`config.mk`:
```
export PLATFORM = sky130hd
export DESIGN_NAME = parity_step_counter
export DESIGN_NICKNAME = d
export VERILOG_FILES = /design/src/rtl/parity_step_counter.sv
export SDC_FILE = /design/constraint.sdc
export NUM_CORES = 1
export LEC_CHECK = 0
export CORE_AREA = 2 2 39 41
export DETAILED_ROUTE_END_ITERATION = 10
export DIE_AREA = 0 0 41 43
export GPL_TIMING_DRIVEN = 0
export PLACE_DENSITY = 0.73
export SETUP_SLACK_MARGIN = 0.02
export SLEW_MARGIN = 40
export SYNTH_ARGS = -nofsm -noshare
export SYNTH_HDL_FRONTEND = slang
export SYNTH_SLANG_ARGS = --single-unit
```
`constraint.sdc`:
```
create_clock -name clk -period 1.95 [get_ports clk]
set_clock_uncertainty 0.05 [all_clocks]
set_input_delay 0.39 -clock clk [delete_from_list [all_inputs] [get_ports clk]]
set_output_delay 0.39 -clock clk [all_outputs]
set_load 0.02 [all_outputs]
```
`src/rtl/parity_step_counter.sv`:
```
// Even/odd stride counter: counts by 2 through values of one parity, with load, enable and wrap/saturate limits.
// Latency: one clk from sampled inputs to data_out/tc/sat; aligned is combinational on data_out and parity_sel.
// Backpressure: none; the count advances on every enabled edge, and load takes priority over en.
//
// Ports:
//   clk        rising-edge clock
//   rst        asynchronous active-low reset (clears data_out, tc, sat)
//   load       synchronous parallel load of data_in (priority over en)
//   data_in    load value, either parity
//   en         count enable
//   up         1: count up, 0: count down
//   parity_sel 0: even sequence, 1: odd sequence
//   data_out   registered count
//   aligned    data_out[0] == parity_sel
//   tc         one-cycle pulse on a wrap or saturation event
//   sat        sticky saturation flag, cleared by load or rst
module parity_step_counter #(
  parameter int WIDTH = 4,
  parameter bit WRAP  = 1'b1
) (
  input  logic             clk,
  input  logic             rst,
  input  logic             load,
  input  logic [WIDTH-1:0] data_in,
  input  logic             en,
  input  logic             up,
  input  logic             parity_sel,
  output logic [WIDTH-1:0] data_out,
  output logic             aligned,
  output logic             tc,
  output logic             sat
);

  localparam logic [WIDTH:0]   ONE     = (WIDTH+1)'(1);
  localparam logic [WIDTH:0]   TWO     = (WIDTH+1)'(2);
  localparam logic [WIDTH-1:0] ALL_ONE = '1;
  localparam logic [WIDTH-1:0] MAX_M1  = {{(WIDTH-1){1'b1}}, 1'b0};
  localparam logic [WIDTH-1:0] VAL_ONE = WIDTH'(1);

  logic [WIDTH-1:0] cnt_q, cnt_d;
  logic             tc_q, tc_d;
  logic             sat_q, sat_d;

  // Extra top bit carries the carry/borrow used for limit detection.
  logic [WIDTH:0]   inc1, dec1, inc2, dec2;
  logic [WIDTH-1:0] lo_p, hi_p;

  always_comb begin
    inc1 = {1'b0, cnt_q} + ONE;
    dec1 = {1'b0, cnt_q} - ONE;
    inc2 = {1'b0, cnt_q} + TWO;
    dec2 = {1'b0, cnt_q} - TWO;
    // Lowest / highest value of the selected parity: LSB is the parity, the rest are 0s / 1s.
    lo_p = {{(WIDTH-1){1'b0}}, parity_sel};
    hi_p = {{(WIDTH-1){1'b1}}, parity_sel};
  end

  assign aligned = (cnt_q[0] == parity_sel);

  always_comb begin
    cnt_d = cnt_q;
    tc_d  = 1'b0;
    sat_d = sat_q;
    if (load) begin
      cnt_d = data_in;
      sat_d = 1'b0;
    end else if (en) begin
      if (!aligned) begin
        // Single step onto the selected parity.
        if (up) begin
          if (inc1[WIDTH]) begin
            tc_d = 1'b1;
            if (WRAP) begin
              cnt_d = '0;
            end else begin
              cnt_d = MAX_M1;
              sat_d = 1'b1;
            end
          end else begin
            cnt_d = inc1[WIDTH-1:0];
          end
        end else begin
          if (dec1[WIDTH]) begin
            tc_d = 1'b1;
            if (WRAP) begin
              cnt_d = ALL_ONE;
            end else begin
              cnt_d = VAL_ONE;
              sat_d = 1'b1;
            end
          end else begin
            cnt_d = dec1[WIDTH-1:0];
          end
        end
      end else begin
        // Stride of 2 within the parity; a carry/borrow means we sit on HI_p/LO_p.
        if (up) begin
          if (inc2[WIDTH]) begin
            tc_d = 1'b1;
            if (WRAP) begin
              cnt_d = lo_p;
            end else begin
              sat_d = 1'b1;
            end
          end else begin
            cnt_d = inc2[WIDTH-1:0];
          end
        end else begin
          if (dec2[WIDTH]) begin
            tc_d = 1'b1;
            if (WRAP) begin
              cnt_d = hi_p;
            end else begin
              sat_d = 1'b1;
            end
          end else begin
            cnt_d = dec2[WIDTH-1:0];
          end
        end
      end
    end
  end

  always_ff @(posedge clk or negedge rst) begin
    if (!rst) begin
      cnt_q <= '0;
      tc_q  <= 1'b0;
      sat_q <= 1'b0;
    end else begin
      cnt_q <= cnt_d;
      tc_q  <= tc_d;
      sat_q <= sat_d;
    end
  end

  assign data_out = cnt_q;
  assign tc       = tc_q;
  assign sat      = sat_q;

endmodule
```
==> results of run 1 <==
-- layer usage --
| metal | vias up | global-route usage, % |
|---|---|---|
| met5 | - | 0 |
| met4 | 0 | 12.0 |
| met3 | 5 | 3.14 |
| met2 | 22 | 28.1 |
| met1 | 279 | 25.2 |
| li1 | 297 | - |
-- power breakdown --
group,leakage (uW),internal [uW],switching [uW]
combinational,0.000249,116,126
sequential,0.0000594,117,22.6
clock,0.0000150,77.7,47.1
-- cells by family (layout without fill, tap and decap cells) --
logic type / Yosys count / count (layout)
flip-flops: 5 / 5
AO/OA/AOI/OAI: 22 / 22
other: 1 / 1
AND/OR/NAND/NOR: 26 / 26
multiplexers: 2 / 2
XOR/XNOR: 2 / 2
buffers and inverters: 9 / 28
adder cells (fa/ha/maj): 5 / 5
-- worst paths after layout --
| path | endpoint | slack (ns) | cells past startpoint |
|---|---|---|---|
| min | data_out[2] | 0.29 | 1 |
| min reg2reg | data_out[0] | 0.68 | 2 |
| max reg2reg | data_out[1] | 0.13 | 6 |
| max | data_out[1] | 0.13 | 6 |
| max in group asynchronous | data_out[0] | 1.35 | 1 |
| min in group clk | data_out[1] | 0.45 | 3 |
-- timing repair --
action | in CTS | in global routing
endpoints found under the setup margin | 2 | 3
resized for setup | 5 | 1
pin swaps | 1 | 1
buffers inserted | 1 | 0
-- layout by cell type (no fill, tap or decap), types with 2 or more instances in the layout --
cell,count
nand3_1,2
clkbuf_1,5
a31oi_1,2
dfrtp_2,2
buf_4,2
or4_1,2
a221oi_1,2
dfrtp_1,3
a21oi_1,4
clkbuf_4,3
nand2b_1,4
dlygate4sd2_1,2
ha_1,5
inv_1,3
mux2i_1,2
nand2_1,4
nand4_1,2
o21ai_0,7
clkdlybuf4s50_1,12
nor2_1,6
-- final cells by class --
class / instances / share of cell area [%]
plain buffers: 5 / 2.95
repair buffers: 15 / 19.0
inverters: 4 / 1.96
clock buffers: 4 / 3.44
multi-input cells: 58 / 53.4
flip-flops and latches: 5 / 16.7
well taps: 16 / 2.62
-- flip-flops by register name, summed over array words and instances (netlist names) --
name and count:
tc 1, data_out 4
-- stage by stage --
stage | total power, uW | hold slack, ns | instances | utilization, %
4_1_cts | 506 | 0.300 | 107 | 55.2
2_1_floorplan | 286 | 0.0444 | 72 | -
3_5_place_dp | 373 | 0.568 | 102 | 52.0
6_report | 507 | 0.295 | 107 | 55.2
3_3_place_gp | 365 | 0.566 | 102 | 52.0
5_1_grt | 551 | 0.300 | 107 | 55.2
==> out/summary.md, run 1 <==
* **final weighted congestion of routability-driven global placement** 0.844
* **total routing usage reported by global routing** 19.3%
* **aggregate routed wire length** 1410 um
* **Clock Root Buffer** clkbuf_4
* **Net Count, Synth** 87
* **H-tree Lvls** 1
* **HPWL after detailed placement** 1020 um
* **number of top-level pins** 17
* **wire length the detailed router placed on met1** 560 um
* **multi-input combinational cell area** 408 sq um
* **Final Max Slew Viols** 0
* **sequential fraction of the synthesis area** 22.4%
* **unrepaired setup endpoints after global routing** false
* **placed inst area** 719 sq um
* **antenna cells** 0
* **vias per cell** 5.64
* **cell type with the highest aggregate area in the netlist** dfrtp_1
* **Req. time, crit path** 2.05 ns
* **clock buffers created by TritonCTS** 3
* **Critical Path Fanout Max** 10
* **highest layer used for signal routing** met4
* **site row count** 14
* **register area** 128 sq um
* **Yosys reg bits** 5
* **CP max stage delay** 0.48 ns
* **Synth Instances** 72
* **first-pass GRT wire length** 2230 um
* **cell types with the highest counts after synthesis** o21ai_0 (7), nor2_1 (6), dfrtp_1 (5), ha_1 (5)
* **core region area** 1380 sq um
* **launching element type of the critical path** flop
* **Synth-to-Final Area Change** 36.7%
* **Crit. End Element** flop
* **VDD IR max** 252 uV
* **max-capacitance violation count** 0
* **number of synthesis warnings** 0
* **antenna violation net count after detailed routing** 0
* **total die area** 1760 sq um
* **number of hold-repair buffers added at the cts stage** 0
* **Routed met3 length** 60 um
* **DR pass1 iterations** 4
* **fraction of registers with async set/reset** 100%
* **Leakage Power** 0.000324 uW
* **ranking of synthesized cells by area** dfrtp_1 (22%), ha_1 (11%), o21ai_0 (6.3%)
* **adder and majority gate portion of the synthesized area** 11.2%
* **die outline width** 41 um
* **number of sinks handled by clock tree synthesis** 5
* **fin area** 764 sq um
* **clock insertion delay at the later pin of the skew report** 0.25 ns
* **Critical Path AT** 1.92 ns
* **most common cell in the netlist** o21ai_0
* **start point of the critical path** data_out[1]
* **iteration-0 DRC count of the detailed router** 26
* **average instance area after synthesis** 7.77 sq um
* **number of enable flip-flop cells after synthesis** 0
* **maximum number of pins on one net before global-route repair** 11
* **synthesized-area fraction occupied by ao, oa, aoi and oai cells** 25.7%
* **Met2 Wirelength** 737 um
* **worst setup slack after layout** 0.132 ns
* **path type of the worst setup path** flop to flop
* **cells along the critical path** inv_2, ha_1, or3b_2, nand3b_1, a221oi_1, o31ai_1
* **number of hold-slack violations in the final timing report** 0
* **clock period minus final worst setup slack** 1.82 ns
* **most common flop cell mapped by yosys** dfrtp_1
* **clock input transition at the sequential cells of the worst setup and hold paths** 0.05 ns
* **ratio of cells with drive above 1 in the final layout** 13.2%
* **fraction of synthesized area in multiplexers** 3.58%
* **average wire per cell in the routed design** 13.1 um
* **minimum setup slack after placement** -0.510 ns
* **detailed-route DRC error count** 0
* **routed via count** 603
* **count of buffer and inverter cells on the critical path** 1
* **power per unit of standard cell area** 663 nW/um^2
* **remaining global-route overflow** 0
* **effective utilization at floorplan** 40.4%
* **number of port buffers** 14
* **worst-path cell with the longest stage delay** dfrtp_2
* **worst hold path type** primary input to async pin
* **Yosys cell types** 32
* **fraction of the mapped netlist area in simple logic gates** 25.3%
* **mapped cell area** 559 sq um
* **height of the die** 43 um
* **post-synthesis share of cell area spent on xor and xnor gates** 4.47%
* **share of Yosys cell area claimed by the top area cell type** 22.4%
* **post-route fraction of the period consumed by the critical path** 93.2%
* **TritonCTS clock tree** yes
* **result of the run** completed
* **final setup fails** 0
* **antenna violations before repair** 0
* **net count reported at finish** 107
* **TNS Setup** 0 ns
* **CP delay by family, top** simple AND/OR/NAND/NOR gates
* **vias in the first global route** 475
* **max frequency** 0.550 GHz
* **source of the worst register-to-register timing path** data_out[1]
* **fill cell count** 138
* **clock tree buffer depth** 2
* **main combinational cell family by area after synthesis** compound AO/OA/AOI/OAI gates
No activity file was read; power rests on OpenSTA's default activity.
==> inputs of run 2 (changes only) <==
Settings changed: PLACE_DENSITY 0.73 to 0.71.
==> out/summary.md, run 2 (synthesis results as in run 1) <==
* **highest layer used for signal routing** met4, unchanged
* **number of sinks handled by clock tree synthesis** 5, unchanged
* **commonest cells after routing, fill and taps aside** clkdlybuf4s50_1 (12), o21ai_0 (7), nor2_1 (6), unchanged
* **switching share of power** 37.7%, was 38.7%
* **power per unit of standard cell area** 650 nW/um^2, was 663 nW/um^2
* **commonest non-fill, non-tap cell in the layout** clkdlybuf4s50_1, unchanged
* **average wire per cell in the routed design** 12.4 um, was 13.1 um
* **Leakage Power** 0.000327 uW, was 0.000324 uW
* **site row count** 14, unchanged
* **Routed met3 length** 28 um, was 60 um
* **number of hold-slack violations in the final timing report** 0, unchanged
* **clock period minus final worst setup slack** 1.83 ns, was 1.82 ns
* **maximum number of pins on one net before global-route repair** 11, unchanged
* **antenna violation net count after detailed routing** 0, unchanged
* **DR pass1 iterations** 4, unchanged
* **worst hold path type** primary input to async pin, unchanged
* **detailed-route DRC error count** 0, unchanged
* **Critical Path Fanout Max** 10, unchanged
* **Clock Root Buffer** clkbuf_4, unchanged
* **number of top-level pins** 17, unchanged
* **post-route core utilization** 55.3%, was 55.2%
* **result of the run** completed, unchanged
* **TritonCTS clock tree** yes, unchanged
* **worst setup slack after layout** 0.121 ns, was 0.132 ns
* **die outline width** 41 um, unchanged
* **clock insertion delay at the later pin of the skew report** 0.24 ns, was 0.25 ns
* **Internal Pwr Total** 310 uW, was 311 uW
* **unrepaired setup endpoints after global routing** false, unchanged
* **ratio of cells with drive above 1 in the final layout** 14.3%, was 13.2%
* **path type of the worst setup path** flop to flop, unchanged
* **Synth-to-Final Area Change** 36.9%, was 36.7%
* **final setup fails** 0, unchanged
* **VDD IR max** 249 uV, was 252 uV
* **clock tree buffer depth** 2, unchanged
* **number of hold-repair buffers added at the cts stage** 0, unchanged
* **aggregate routed wire length** 1330 um, was 1410 um
* **Req. time, crit path** 2.04 ns, was 2.05 ns
* **Critical Path AT** 1.92 ns, about the same
* **number of port buffers** 14, unchanged
* **post-route fraction of the period consumed by the critical path** 93.8%, was 93.2%
* **max frequency** 0.547 GHz, was 0.550 GHz
* **clock network power share** 23.8%, was 24.6%
* **TNS Setup** 0 ns, unchanged
* **wire length the detailed router placed on met1** 631 um, was 560 um
* **launching element type of the critical path** flop, unchanged
* **vias in the first global route** 513, was 475
* **effective utilization at floorplan** 40.4%, unchanged
* **height of the die** 43 um, unchanged
* **minimum setup slack after placement** -0.527 ns, was -0.510 ns
* **first-pass GRT wire length** 2210 um, was 2230 um
* **H-tree Lvls** 1, unchanged
* **core region area** 1380 sq um, unchanged
* **Seq pwr share** 28.0%, was 27.5%
* **net count reported at finish** 107, unchanged
* **fin area** 766 sq um, was 764 sq um
* **remaining global-route overflow** 0, unchanged
* **iteration-0 DRC count of the detailed router** 20, was 26
* **clock buffers created by TritonCTS** 3, unchanged
* **max-capacitance violation count** 0, unchanged
* **final weighted congestion of routability-driven global placement** 0.860, was 0.844
* **antenna violations before repair** 0, unchanged
* **antenna cells** 0, unchanged
* **clock input transition at the sequential cells of the worst setup and hold paths** 0.04 ns, was 0.05 ns
* **Final Max Slew Viols** 0, unchanged
* **total routing usage reported by global routing** 18.6%, was 19.3%
* **net switching power** 188 uW, was 196 uW
* **Met2 Wirelength** 653 um, was 737 um
* **Gate power share** 48.2%, was 47.9%
* **routed via count** 581, was 603
* **Crit. End Element** flop, unchanged
* **HPWL after detailed placement** 984 um, was 1020 um
* **vias per cell** 5.43, was 5.64
* **flip-flop count of the largest register after layout** 4, unchanged
* **total die area** 1760 sq um, unchanged
* **placed inst area** 719 sq um, unchanged
[run 2: worst max-delay path, cell delays in order, from the launching register on]
cell and delay [ns]:
dfrtp_2 0.48, inv_2 0.12, ha_1 0.19, or3b_2 0.47, nand3b_1 0.11, a221oi_1 0.08, o31ai_1 0.23
[run 2: repair_timing]
action                                 4_1_cts  5_1_grt
endpoints found under the hold margin        0        0
buffers inserted                             1        0
pin swaps                                    1        0
setup endpoints to repair                    2        5
resized for setup                            4        4
[run 2: area by class of cell]
| cell class | instances | area (sq um) |
|---|---|---|
| Fill cell | 139 | 618 |
| Multi-Input combinational cell | 58 | 408 |
| Timing Repair Buffer | 15 | 145 |
| Sequential cell | 5 | 128 |
| Clock buffer | 4 | 26.3 |
| Buffer | 5 | 23.8 |
| Tap cell | 16 | 20.0 |
| Inverter | 4 | 15.0 |
[run 2: final timing paths]
| kind | start | end | slack, ns | cells after the start |
|---|---|---|---|---|
| worst min-delay path | rst | tc | 0.32 | 1 |
| max in group asynchronous | rst | data_out[1] | 1.34 | 1 |
| worst max register to register | data_out[1] | data_out[1] | 0.12 | 6 |
| min in group clk | load | data_out[1] | 0.45 | 3 |
| worst max-delay path | data_out[1] | data_out[1] | 0.12 | 6 |
| worst min register to register | data_out[1] | data_out[1] | 0.69 | 3 |
[run 2: per-layer routing]
metal	GRT usage (%)	up-vias
li1	-	297
met1	24.8	268
met2	28.4	14
met3	3.14	2
met4	8.00	0
met5	0	-
[run 2: per-stage QoR]
stage | hold WS [ns] | power [uW] | cells
after global routing | 0.309 | 542 | 107
after global placement | 0.565 | 366 | 102
after CTS | 0.317 | 499 | 107
after floorplan | 0.0444 | 286 | 72
final | 0.315 | 498 | 107
after detailed placement | 0.568 | 371 | 102
[run 2: power by group through the flow]
stage / Clock [uW] / Sequential (uW) / Combinational, uW
after global routing: 133 / 142 / 267
after floorplan: 0 / 147 / 139
after CTS: 120 / 138 / 240
after detailed placement: 0 / 138 / 233
after global placement: 0 / 138 / 229
final: 119 / 139 / 240
==> inputs of run 3 (changes only) <==
Clock period 1.95 ns to 2.1 ns, I/O delays scaled along.
==> out/summary.md, run 3 (synthesis results as in run 1) <==
* **result of the run** completed, unchanged
* **net count reported at finish** 107, unchanged
* **Synth-to-Final Area Change** 37.1%, was 36.9%
* **VDD IR max** 232 uV, was 249 uV
* **cells along the critical path** inv_1, ha_1, or3b_2, nand3b_1, a221oi_1, o31ai_1, was inv_2, ha_1, or3b_2, nand3b_1, a221oi_1, o31ai_1
* **total die area** 1760 sq um, unchanged
* **flip-flop count of the largest register after layout** 4, unchanged
* **DR pass1 iterations** 4, unchanged
* **number of port buffers** 14, unchanged
* **Gate power share** 48.4%, was 48.2%
* **max-capacitance violation count** 0, unchanged
* **iteration-0 DRC count of the detailed router** 20, unchanged
* **clock period minus final worst setup slack** 1.94 ns, was 1.83 ns
* **clock network power share** 23.8%, about the same
* **TritonCTS clock tree** yes, unchanged
* **commonest non-fill, non-tap cell in the layout** clkdlybuf4s50_1, unchanged
* **clock tree buffer depth** 2, unchanged
* **HPWL after detailed placement** 984 um, unchanged
* **Clock Root Buffer** clkbuf_4, unchanged
* **start point of the critical path** data_out[1], unchanged
* **ratio of cells with drive above 1 in the final layout** 11.0%, was 14.3%
* **Critical Path AT** 2.04 ns, was 1.92 ns
* **CP delay by family, top** simple AND/OR/NAND/NOR gates, unchanged
* **Critical Path Fanout Max** 10, unchanged
* **detailed-route DRC error count** 0, unchanged
* **post-route core utilization** 55.4%, was 55.3%
* **routed via count** 575, was 581
* **final setup fails** 0, unchanged
* **placed inst area** 719 sq um, unchanged
* **max frequency** 0.515 GHz, was 0.547 GHz
* **fin area** 767 sq um, was 766 sq um
* **remaining global-route overflow** 0, unchanged
* **final weighted congestion of routability-driven global placement** 0.860, unchanged
* **unrepaired setup endpoints after global routing** false, unchanged
* **die outline width** 41 um, unchanged
* **switching share of power** 37.6%, was 37.7%
* **net switching power** 174 uW, was 188 uW
* **clock insertion delay at the later pin of the skew report** 0.24 ns, about the same
* **number of top-level pins** 17, unchanged
* **Crit. End Element** flop, unchanged
* **worst-path cell with the longest stage delay** dfrtp_1, was dfrtp_2
* **site row count** 14, unchanged
* **core region area** 1380 sq um, unchanged
* **number of hold-slack violations in the final timing report** 0, unchanged
* **Internal Pwr Total** 289 uW, was 310 uW
* **clock buffers created by TritonCTS** 3, unchanged
* **minimum setup slack after placement** -0.437 ns, was -0.527 ns
* **clock input transition at the sequential cells of the worst setup and hold paths** 0.04 ns, about the same
* **number of sinks handled by clock tree synthesis** 5, unchanged
* **average wire per cell in the routed design** 12.4 um, about the same
* **launching element type of the critical path** flop, unchanged
* **effective utilization at floorplan** 40.4%, unchanged
* **placed cells** 102, unchanged
* **commonest cells after routing, fill and taps aside** clkdlybuf4s50_1 (12), o21ai_0 (7), nor2_1 (6), unchanged
* **Seq pwr share** 27.8%, was 28.0%
* **CP max stage delay** 0.49 ns, was 0.48 ns
* **count of buffer and inverter cells on the critical path** 1, unchanged
* **antenna violations before repair** 0, unchanged
* **Leakage Power** 0.000333 uW, was 0.000327 uW
* **aggregate routed wire length** 1330 um, about the same
* **height of the die** 43 um, unchanged
* **antenna violation net count after detailed routing** 0, unchanged
* **path type of the worst setup path** flop to flop, unchanged
* **power per unit of standard cell area** 603 nW/um^2, was 650 nW/um^2
* **first-pass GRT wire length** 2210 um, about the same
* **vias per cell** 5.37, was 5.43
* **Final Non-Filler Cells** 107, unchanged
* **worst hold path type** primary input to async pin, unchanged
* **worst setup slack after layout** 0.157 ns, was 0.121 ns
* **Req. time, crit path** 2.19 ns, was 2.04 ns
* **vias in the first global route** 513, unchanged
* **source of the worst register-to-register timing path** data_out[1], unchanged
* **antenna cells** 0, unchanged
* **total routing usage reported by global routing** 18.5%, was 18.6%
* **maximum number of pins on one net before global-route repair** 11, unchanged
* **Final Max Slew Viols** 0, unchanged
* **post-route fraction of the period consumed by the critical path** 92.5%, was 93.8%
* **H-tree Lvls** 1, unchanged
-- run 3: cell count changes in the layout (fill, tap and decap cells not counted) --
| cell | before | now |
|---|---|---|
| clkbuf_2 | 1 | 0 |
| clkbuf_1 | 4 | 5 |
| inv_1 | 3 | 4 |
| dlymetal6s2s_1 | 0 | 1 |
| dlygate4sd2_1 | 2 | 1 |
| dfrtp_1 | 3 | 4 |
| inv_2 | 1 | 0 |
| dfrtp_2 | 2 | 1 |
-- run 3: final timing paths --
check                      slack (ns)          end  depth (start not counted)
setup / recovery                 0.16  data_out[1]                          6
hold / removal                   0.35           tc                          1
setup reg to reg                 0.16  data_out[1]                          6
hold reg to reg                  0.69  data_out[0]                          2
max in group asynchronous        1.46  data_out[0]                          1
min in group clk                 0.48  data_out[0]                          3
-- run 3: final cells by class --
type / instances / area, sq um
inverters: 4 / 15.0
flip-flops and latches: 5 / 126
plain buffers: 5 / 22.5
fillers: 140 / 617
repair buffers: 15 / 149
multi-input cells: 58 / 408
clock buffers: 4 / 26.3
well taps: 16 / 20.0
-- run 3: stage by stage --
step | power [uW] | hold slack, ns | TNS [ns]
6_report | 462 | 0.345 | 0
5_1_grt | 503 | 0.339 | 0
4_1_cts | 465 | 0.347 | 0
3_5_place_dp | 345 | 0.598 | -0.454
3_3_place_gp | 340 | 0.595 | -0.455
2_1_floorplan | 266 | 0.0744 | 0
-- run 3: what timing repair did --
item | CTS | global route
resized for setup | 2 | 2
hold buffers | 0 | 0
endpoints found under the hold margin | 0 | 0
setup endpoints to repair | 1 | 1
setup buffers | 1 | 0
pin swaps | 1 | 0
-- run 3: power by group through the flow --
stage                     registers [uW]  clock network (uW)  logic [uW]
final                                129                 110         224
after global placement               128                   0         213
after CTS                            128                 112         225
after global routing                 131                 124         249
after detailed placement             128                   0         217
after floorplan                      137                   0         129
-- run 3: metal layers --
layer	wire length [um]	GRT usage, %	share of wire (%)	up-vias
li1	-	-	-	297
met1	637	24.8	48	262
met2	649	28.1	49	14
met3	30	3.14	2.3	2
met4	13	8.00	0.98	0
met5	0	0	0	-
-- run 3: worst reg2reg max path, delay by kind of cell (launching register included) --
kind	cells	cell delay [ns]
AO/OA/AOI/OAI	2	0.32
adder cells (fa/ha/maj)	1	0.21
buffers and inverters	1	0.19
AND/OR/NAND/NOR	2	0.58
flip-flops	1	0.49
